**config.mk**
```make
export PLATFORM = sky130hd
export DESIGN_NAME = judgement_unit
export DESIGN_NICKNAME = d
export VERILOG_FILES = /design/src/rtl/judgement_unit.sv
export SDC_FILE = /design/constraint.sdc
export NUM_CORES = 1
export LEC_CHECK = 0
export BUFFER_PORTS_ARGS = -buffer_cell sky130_fd_sc_hd__buf_2
export CAP_MARGIN = 20
export CORE_MARGIN = 1.5
export CORE_UTILIZATION = 49
export CTS_BUF_LIST = sky130_fd_sc_hd__clkbuf_2 sky130_fd_sc_hd__clkbuf_4 sky130_fd_sc_hd__clkbuf_8
export DETAILED_ROUTE_END_ITERATION = 8
export PLACE_DENSITY = 0.71
export SLEW_MARGIN = 10
export SYNTH_ARGS = -nofsm -noshare
export SYNTH_HDL_FRONTEND = slang
export SYNTH_SLANG_ARGS = --single-unit
export TNS_END_PERCENT = 50
```
**constraint.sdc**
```tcl
create_clock -name clk -period 4.05 [get_ports clk]
set_clock_uncertainty 0.05 [all_clocks]
set_input_delay 0.405 -clock clk [delete_from_list [all_inputs] [get_ports clk]]
set_output_delay 0.405 -clock clk [all_outputs]
set_load 0.05 [all_outputs]
```
**src/rtl/judgement_unit.sv**
```systemverilog
// Two-lane note hit judgement: times key presses against a per-lane note window,
// emits registered PERFECT/GOOD/MISS/NO_NOTE codes and saturating result tallies.
module judgement_unit #(
    parameter int WIN_LEN = 16,
    parameter int PERF_LO = 6,
    parameter int PERF_HI = 9
) (
    input  logic        clk,
    input  logic        rst_n,
    input  logic        pause,
    input  logic        note_open_up,
    input  logic        note_open_down,
    input  logic        key_up,
    input  logic        key_down,
    output logic [1:0]  judgement_up,
    output logic [1:0]  judgement_down,
    output logic [15:0] perfect_cnt,
    output logic [15:0] good_cnt,
    output logic [15:0] miss_cnt
);

    localparam logic [1:0] PERFECT = 2'b00;
    localparam logic [1:0] GOOD    = 2'b01;
    localparam logic [1:0] MISS    = 2'b10;
    localparam logic [1:0] NO_NOTE = 2'b11;

    localparam logic [7:0] PERF_LO_C = 8'(PERF_LO);
    localparam logic [7:0] PERF_HI_C = 8'(PERF_HI);
    localparam logic [7:0] LAST_C    = 8'(WIN_LEN - 1);

    typedef enum logic {
        IDLE  = 1'b0,
        ARMED = 1'b1
    } lane_state_t;

    // Lane 0 is the up lane, lane 1 the down lane.
    logic [1:0]       note_open;
    logic [1:0]       key;
    logic [1:0][1:0]  judge_next_all;
    logic [1:0][1:0]  judge_reg_all;
    logic [2:0][15:0] tally_reg;

    assign note_open = {note_open_down, note_open_up};
    assign key       = {key_down, key_up};

    genvar gi;
    generate
        for (gi = 0; gi < 2; gi++) begin : g_lane
            lane_state_t state_reg, state_next;
            logic [7:0]  c_reg, c_next;
            logic [1:0]  judge_reg, judge_next;

            always_ff @(posedge clk) begin
                if (!rst_n) begin
                    state_reg <= IDLE;
                    c_reg     <= '0;
                    judge_reg <= NO_NOTE;
                end else begin
                    state_reg <= state_next;
                    c_reg     <= c_next;
                    judge_reg <= judge_next;
                end
            end

            always_comb begin
                state_next = state_reg;
                c_next     = c_reg;
                judge_next = NO_NOTE;
                if (!pause) begin
                    case (state_reg)
                        IDLE: begin
                            if (note_open[gi]) begin
                                state_next = ARMED;
                                c_next     = '0;
                            end
                        end
                        ARMED: begin
                            // A key always judges the current note, even on the last offset
                            // or when a new note opens in the same cycle.
                            if (key[gi]) begin
                                judge_next = (c_reg >= PERF_LO_C && c_reg <= PERF_HI_C) ? PERFECT : GOOD;
                            end else if (note_open[gi] || c_reg == LAST_C) begin
                                judge_next = MISS;
                            end
                            if (note_open[gi]) begin
                                c_next = '0;
                            end else if (key[gi] || c_reg == LAST_C) begin
                                state_next = IDLE;
                                c_next     = '0;
                            end else begin
                                c_next = c_reg + 8'd1;
                            end
                        end
                        default: begin
                            state_next = IDLE;
                            c_next     = '0;
                        end
                    endcase
                end
            end

            assign judge_next_all[gi] = judge_next;
            assign judge_reg_all[gi]  = judge_reg;
        end
    endgenerate

    // Tally index equals the judgement code it counts: 0 perfect, 1 good, 2 miss.
    generate
        for (gi = 0; gi < 3; gi++) begin : g_tally
            logic [1:0]  hits;
            logic [16:0] sum;

            assign hits = {1'b0, judge_next_all[0] == 2'(gi)} + {1'b0, judge_next_all[1] == 2'(gi)};
            assign sum  = {1'b0, tally_reg[gi]} + {15'd0, hits};

            always_ff @(posedge clk) begin
                if (!rst_n) begin
                    tally_reg[gi] <= '0;
                end else begin
                    tally_reg[gi] <= sum[16] ? 16'hFFFF : sum[15:0];
                end
            end
        end
    endgenerate

    assign judgement_up   = judge_reg_all[0];
    assign judgement_down = judge_reg_all[1];
    assign perfect_cnt    = tally_reg[0];
    assign good_cnt       = tally_reg[1];
    assign miss_cnt       = tally_reg[2];

endmodule

```
# Word level (Yosys, flattened, before mapping)
# Cells that the tools add are included.
# totals
inputBits,7
romBits,0
latch_bits,0
ramBits,0
reg_bits,70
memories,0
elab_cells,71
# classes
n_addsub,8
reduce_logical,10
multipliers,0
shifts,0
eq_ne,8
bitwise,3
n_mux,29
n_lt_le_gt_ge,4
n_div,0
# op_table
op,n
$add 16x2->17,3
$mux 16,3
$mux 8,6
$pmux 8 s2,2
$add 8x1->8 const B,2
$eq 8x4->1 const B,2
$ge 8x3->1 const B,2
$le 8x4->1 const B,2
$mux 2,6
$mux 1,10
$add 1x1->2,3
$eq 2x1->1 const B,2
$eq 2x2->1 const B,2
$logic_not 2->1,2
$logic_or 1x1->1,4
$ne 2x2->1 const B,2
$pmux 1 s2,2
$reduce_and 2->1,2
$not 1->1,3
$logic_and 1x1->1,2

# Logic depth before layout (Yosys ltp)
# depth
word_depth,10
mapped_depth,13

# Worst setup path after synthesis
# OpenSTA, ideal clock, no wires.
# synth_timing
kind,reg-to-reg
from,reg g_lane[0].c_reg[1]
to,reg tally_reg (netlist bit miss_cnt[10])
setup_slack_ps,779
path_stages_with_launch,14
required_time_ps,3930
synth_period_minus_slack_ps,3271
arrival_time_ps,3151
path_cell_list,dfxtp_1 > ha_1 > and3_1 > clkbuf_1 > a21oi_1 > or3b_1 > fa_1 > inv_1 > ha_1 > nand4_1 > or2_1 > or3_4 > buf_6 > a21oi_1
# synth_between
elab_chain_cells,10
word_cells_on_any_way,14
# synth_rtl
item,line,rtl
"start, declared",50,"logic [7:0] c_reg, c_next;"
"start signal, assigned",60,c_reg <= c_next;
"$ge 8x3->1, or another cell as far along",81,judge_next = (c_reg >= PERF_LO_C && c_reg <= PERF_HI_C) ? PERFECT : GOOD;
$logic_and 1x1->1 / $logic_or 1x1->1 (equally long branches),"81, 82",
"$mux 1, on equally long branches","81, 82",
$mux 2 (*),80,if (key[gi]) begin
$mux 2 (*),70,case (state_reg)
$mux 2 (*),69,if (!pause) begin
$eq 2x2->1 (*),113,"assign hits = {1'b0, judge_next_all[0] == 2'(gi)} + {1'b0, judge_next_all[1] == 2'(gi)};"
$add 1x1->2 (*),113,
$add 16x2->17 (*),114,"assign sum = {1'b0, tally_reg[gi]} + {15'd0, hits};"
$mux 16 (*),120,tally_reg[gi] <= sum[16] ? 16'hFFFF : sum[15:0];
"end signal, assigned by index",120,
"end, declared",41,logic [2:0][15:0] tally_reg;
# Every way passes the cells marked *; elsewhere a longest branch is shown, timed or not.
# A chain may end at the register's enable or synchronous reset.

# Final worst setup path
# layout_timing
from,reg g_lane[0].c_reg[5]
to,reg tally_reg (netlist bit miss_cnt[1])
# Same word-level chain as after synthesis.

==> out/metrics.cfg <==
[finish]
ff_latch_area_um2=1400
nets=492
area_delta_synth_final_pct=15.3
multiInputGateArea_um2=2030
fillers=669
final_common_cell=dfxtp_1
drive_gt1_frac=0.187
mostFrequentLayoutCells=70 x dfxtp_1, 58 x buf_2, 53 x a21oi_1
diodes=0

[synthesis]
yosys-top-cells-area=dfxtp_1 39%, a21oi_1 7.4%, xnor2_1 4.6%, ha_1 3.8%, nand2_1 3.3%
synth_top_area_share=0.389
synth_top_cell_by_area=dfxtp_1
synth_edf_count=0
synth_area_um2=3600
async_flop_share=0
ys_seq_area_frac=0.389
synthesis.instances=414
synth.distinct_cells=56
synth_fp_nets=435
ys.warnings.count=0
yosys_register_bits=70
avgSynthCellArea_um2=8.69
ys.flop_type=dfxtp_1

[floorplan]
die_area_um2=7870
initial_core_util=0.501
ioPinCount=59
dieWidth_um=88.7
rows=31
die_y_um=88.7
core_um2=7180

[routing]
drtPass1Iterations=5
postRouteAntennaNets=0
viasPerCell=5.61
num_vias=3218
drc=0
first_iter_violations=145
wl_um=7700
post_drt_wl_per_cell_um=13.4

[power]
total_power_uw=1340
peakVddDrop_mv=0.156
leakagePower_uw=0.00157
power_density_nw_per_um2=324

[clock_tree]
clk_latency_ns=0.34
cts.path.max_buffers=2
clk_pin_slew_ns=0.07
h-tree-depth=3
cts_resized=0
root_buffer=clkbuf_8
hold_buffers=0
numCtsBuffers=9
cts_tree=yes
postCtsSetupBuffers=0
cts_sinks=70

[grt]
grt_antenna_before_repair=0
grt_start_max_net_pins=57
grt_pass1_vias=2760
gr-total-overflow=0
grt_pass1_wl_um=12500
track_usage=0.206

[sta]
slew_headroom=0.495
fin_crit_sh=0.851
tns_ns=0
tightestPinTransition_ns=0.756
finalSetupViolCount=0
hold_viol=0
rsz0062_at_grt=no
period_minus_slack_ns=3.45
fmax_mhz=290
drv_slew=0

[place]
portBuffers=58
dp_hpwl_um=5350
gp_congestion=0.875

[setup_path]
startpoint_type=flop
end_kind=flop
critical_path_required_ns=4.26
critPathMaxFanout=13
worstSetupPathType=reg2reg
reg2reg_depth=10
cp_data_arrival_time_ns=3.66

[status]
outcome=completed

[hold_path]
holdPathStages=2
hp-class=in2reg

[flow_run]
cap_violations=0

==> cells by family (layout without fill, tap and decap cells) <==
kind of cell,after synthesis,in the layout,share of synthesized area
mux,7,7,0.0195
flops,70,70,0.389
xor+xnor,25,25,0.0608
fa+ha+maj,14,14,0.0549
compound gates,102,102,0.174
buf+inv,36,97,0.0466
simple gates,160,160,0.255
==> area by class of cell <==
type	count	area share
clock inverters	5	0.0181
inverters	22	0.0199
clock buffers	10	0.0317
repair buffers	60	0.0736
well taps	99	0.0299
multi-input cells	308	0.489
flip-flops and latches	70	0.338
==> worst max-delay path: stages, from the launching register on <==
cell	delay, ns
dfxtp_1	0.36
nor4_2	0.51
a21oi_1	0.15
or3b_1	0.40
fa_1	0.42
inv_1	0.09
ha_1	0.22
nand4_1	0.18
or2_1	0.32
or3_4	0.48
a21oi_1	0.20
==> metrics by stage <==
stage / util / instances / hold WS, ns / area [um^2] / setup slack, ns
final: 0.578 / 574 / 0.264 / 4150 / 0.604
after global routing: 0.578 / 574 / 0.283 / 4150 / 0.303
after detailed placement: 0.549 / 559 / 0.441 / 3940 / 0.658
after floorplan: - / 414 / 0.425 / 3600 / 0.779
after CTS: 0.578 / 574 / 0.244 / 4150 / 0.588
after global placement: 0.549 / 559 / 0.435 / 3940 / 0.756
==> worst paths after layout <==
| kind | start | endpoint | slack [ns] |
|---|---|---|---|
| max | g_lane[0].c_reg[5] | miss_cnt[1] | 0.60 |
| min | key_up | judgement_up[1] | 0.26 |
| max reg2reg | g_lane[0].c_reg[5] | miss_cnt[1] | 0.60 |
| min reg2reg | miss_cnt[14] | miss_cnt[14] | 0.44 |
==> power by group <==
part / total, uW / switching, uW / internal, uW
registers: 694 / 2.62 / 691
clock network: 601 / 254 / 347
logic: 49.2 / 36.4 / 12.8
==> per-layer routing <==
metal  up-vias  GRT usage  part of all wire
met5         -          0                 0
met4         0      0.104             0.017
met3         8     0.0392             0.048
met2        73      0.336              0.47
met1      1516      0.259              0.47
li1       1621          -                 -
==> synthesized netlist by cell type, drive strengths merged (4+ instances only) <==
cell type and number:
dfxtp 70, a21oi 53, nand2 32, inv 22, nand3 21, nor2 21
xnor2 19, nor3 15, o21ai 15, nand4 14, clkbuf 11, ha 11
nor4 11, a31oi 9, and3 8, nand3b 8, mux2i 7, nand2b 6
xor2 6, and4 5, nor3b 5, a31o 4, or3b 4
Note: power is estimated with default switching activity, not from simulation.
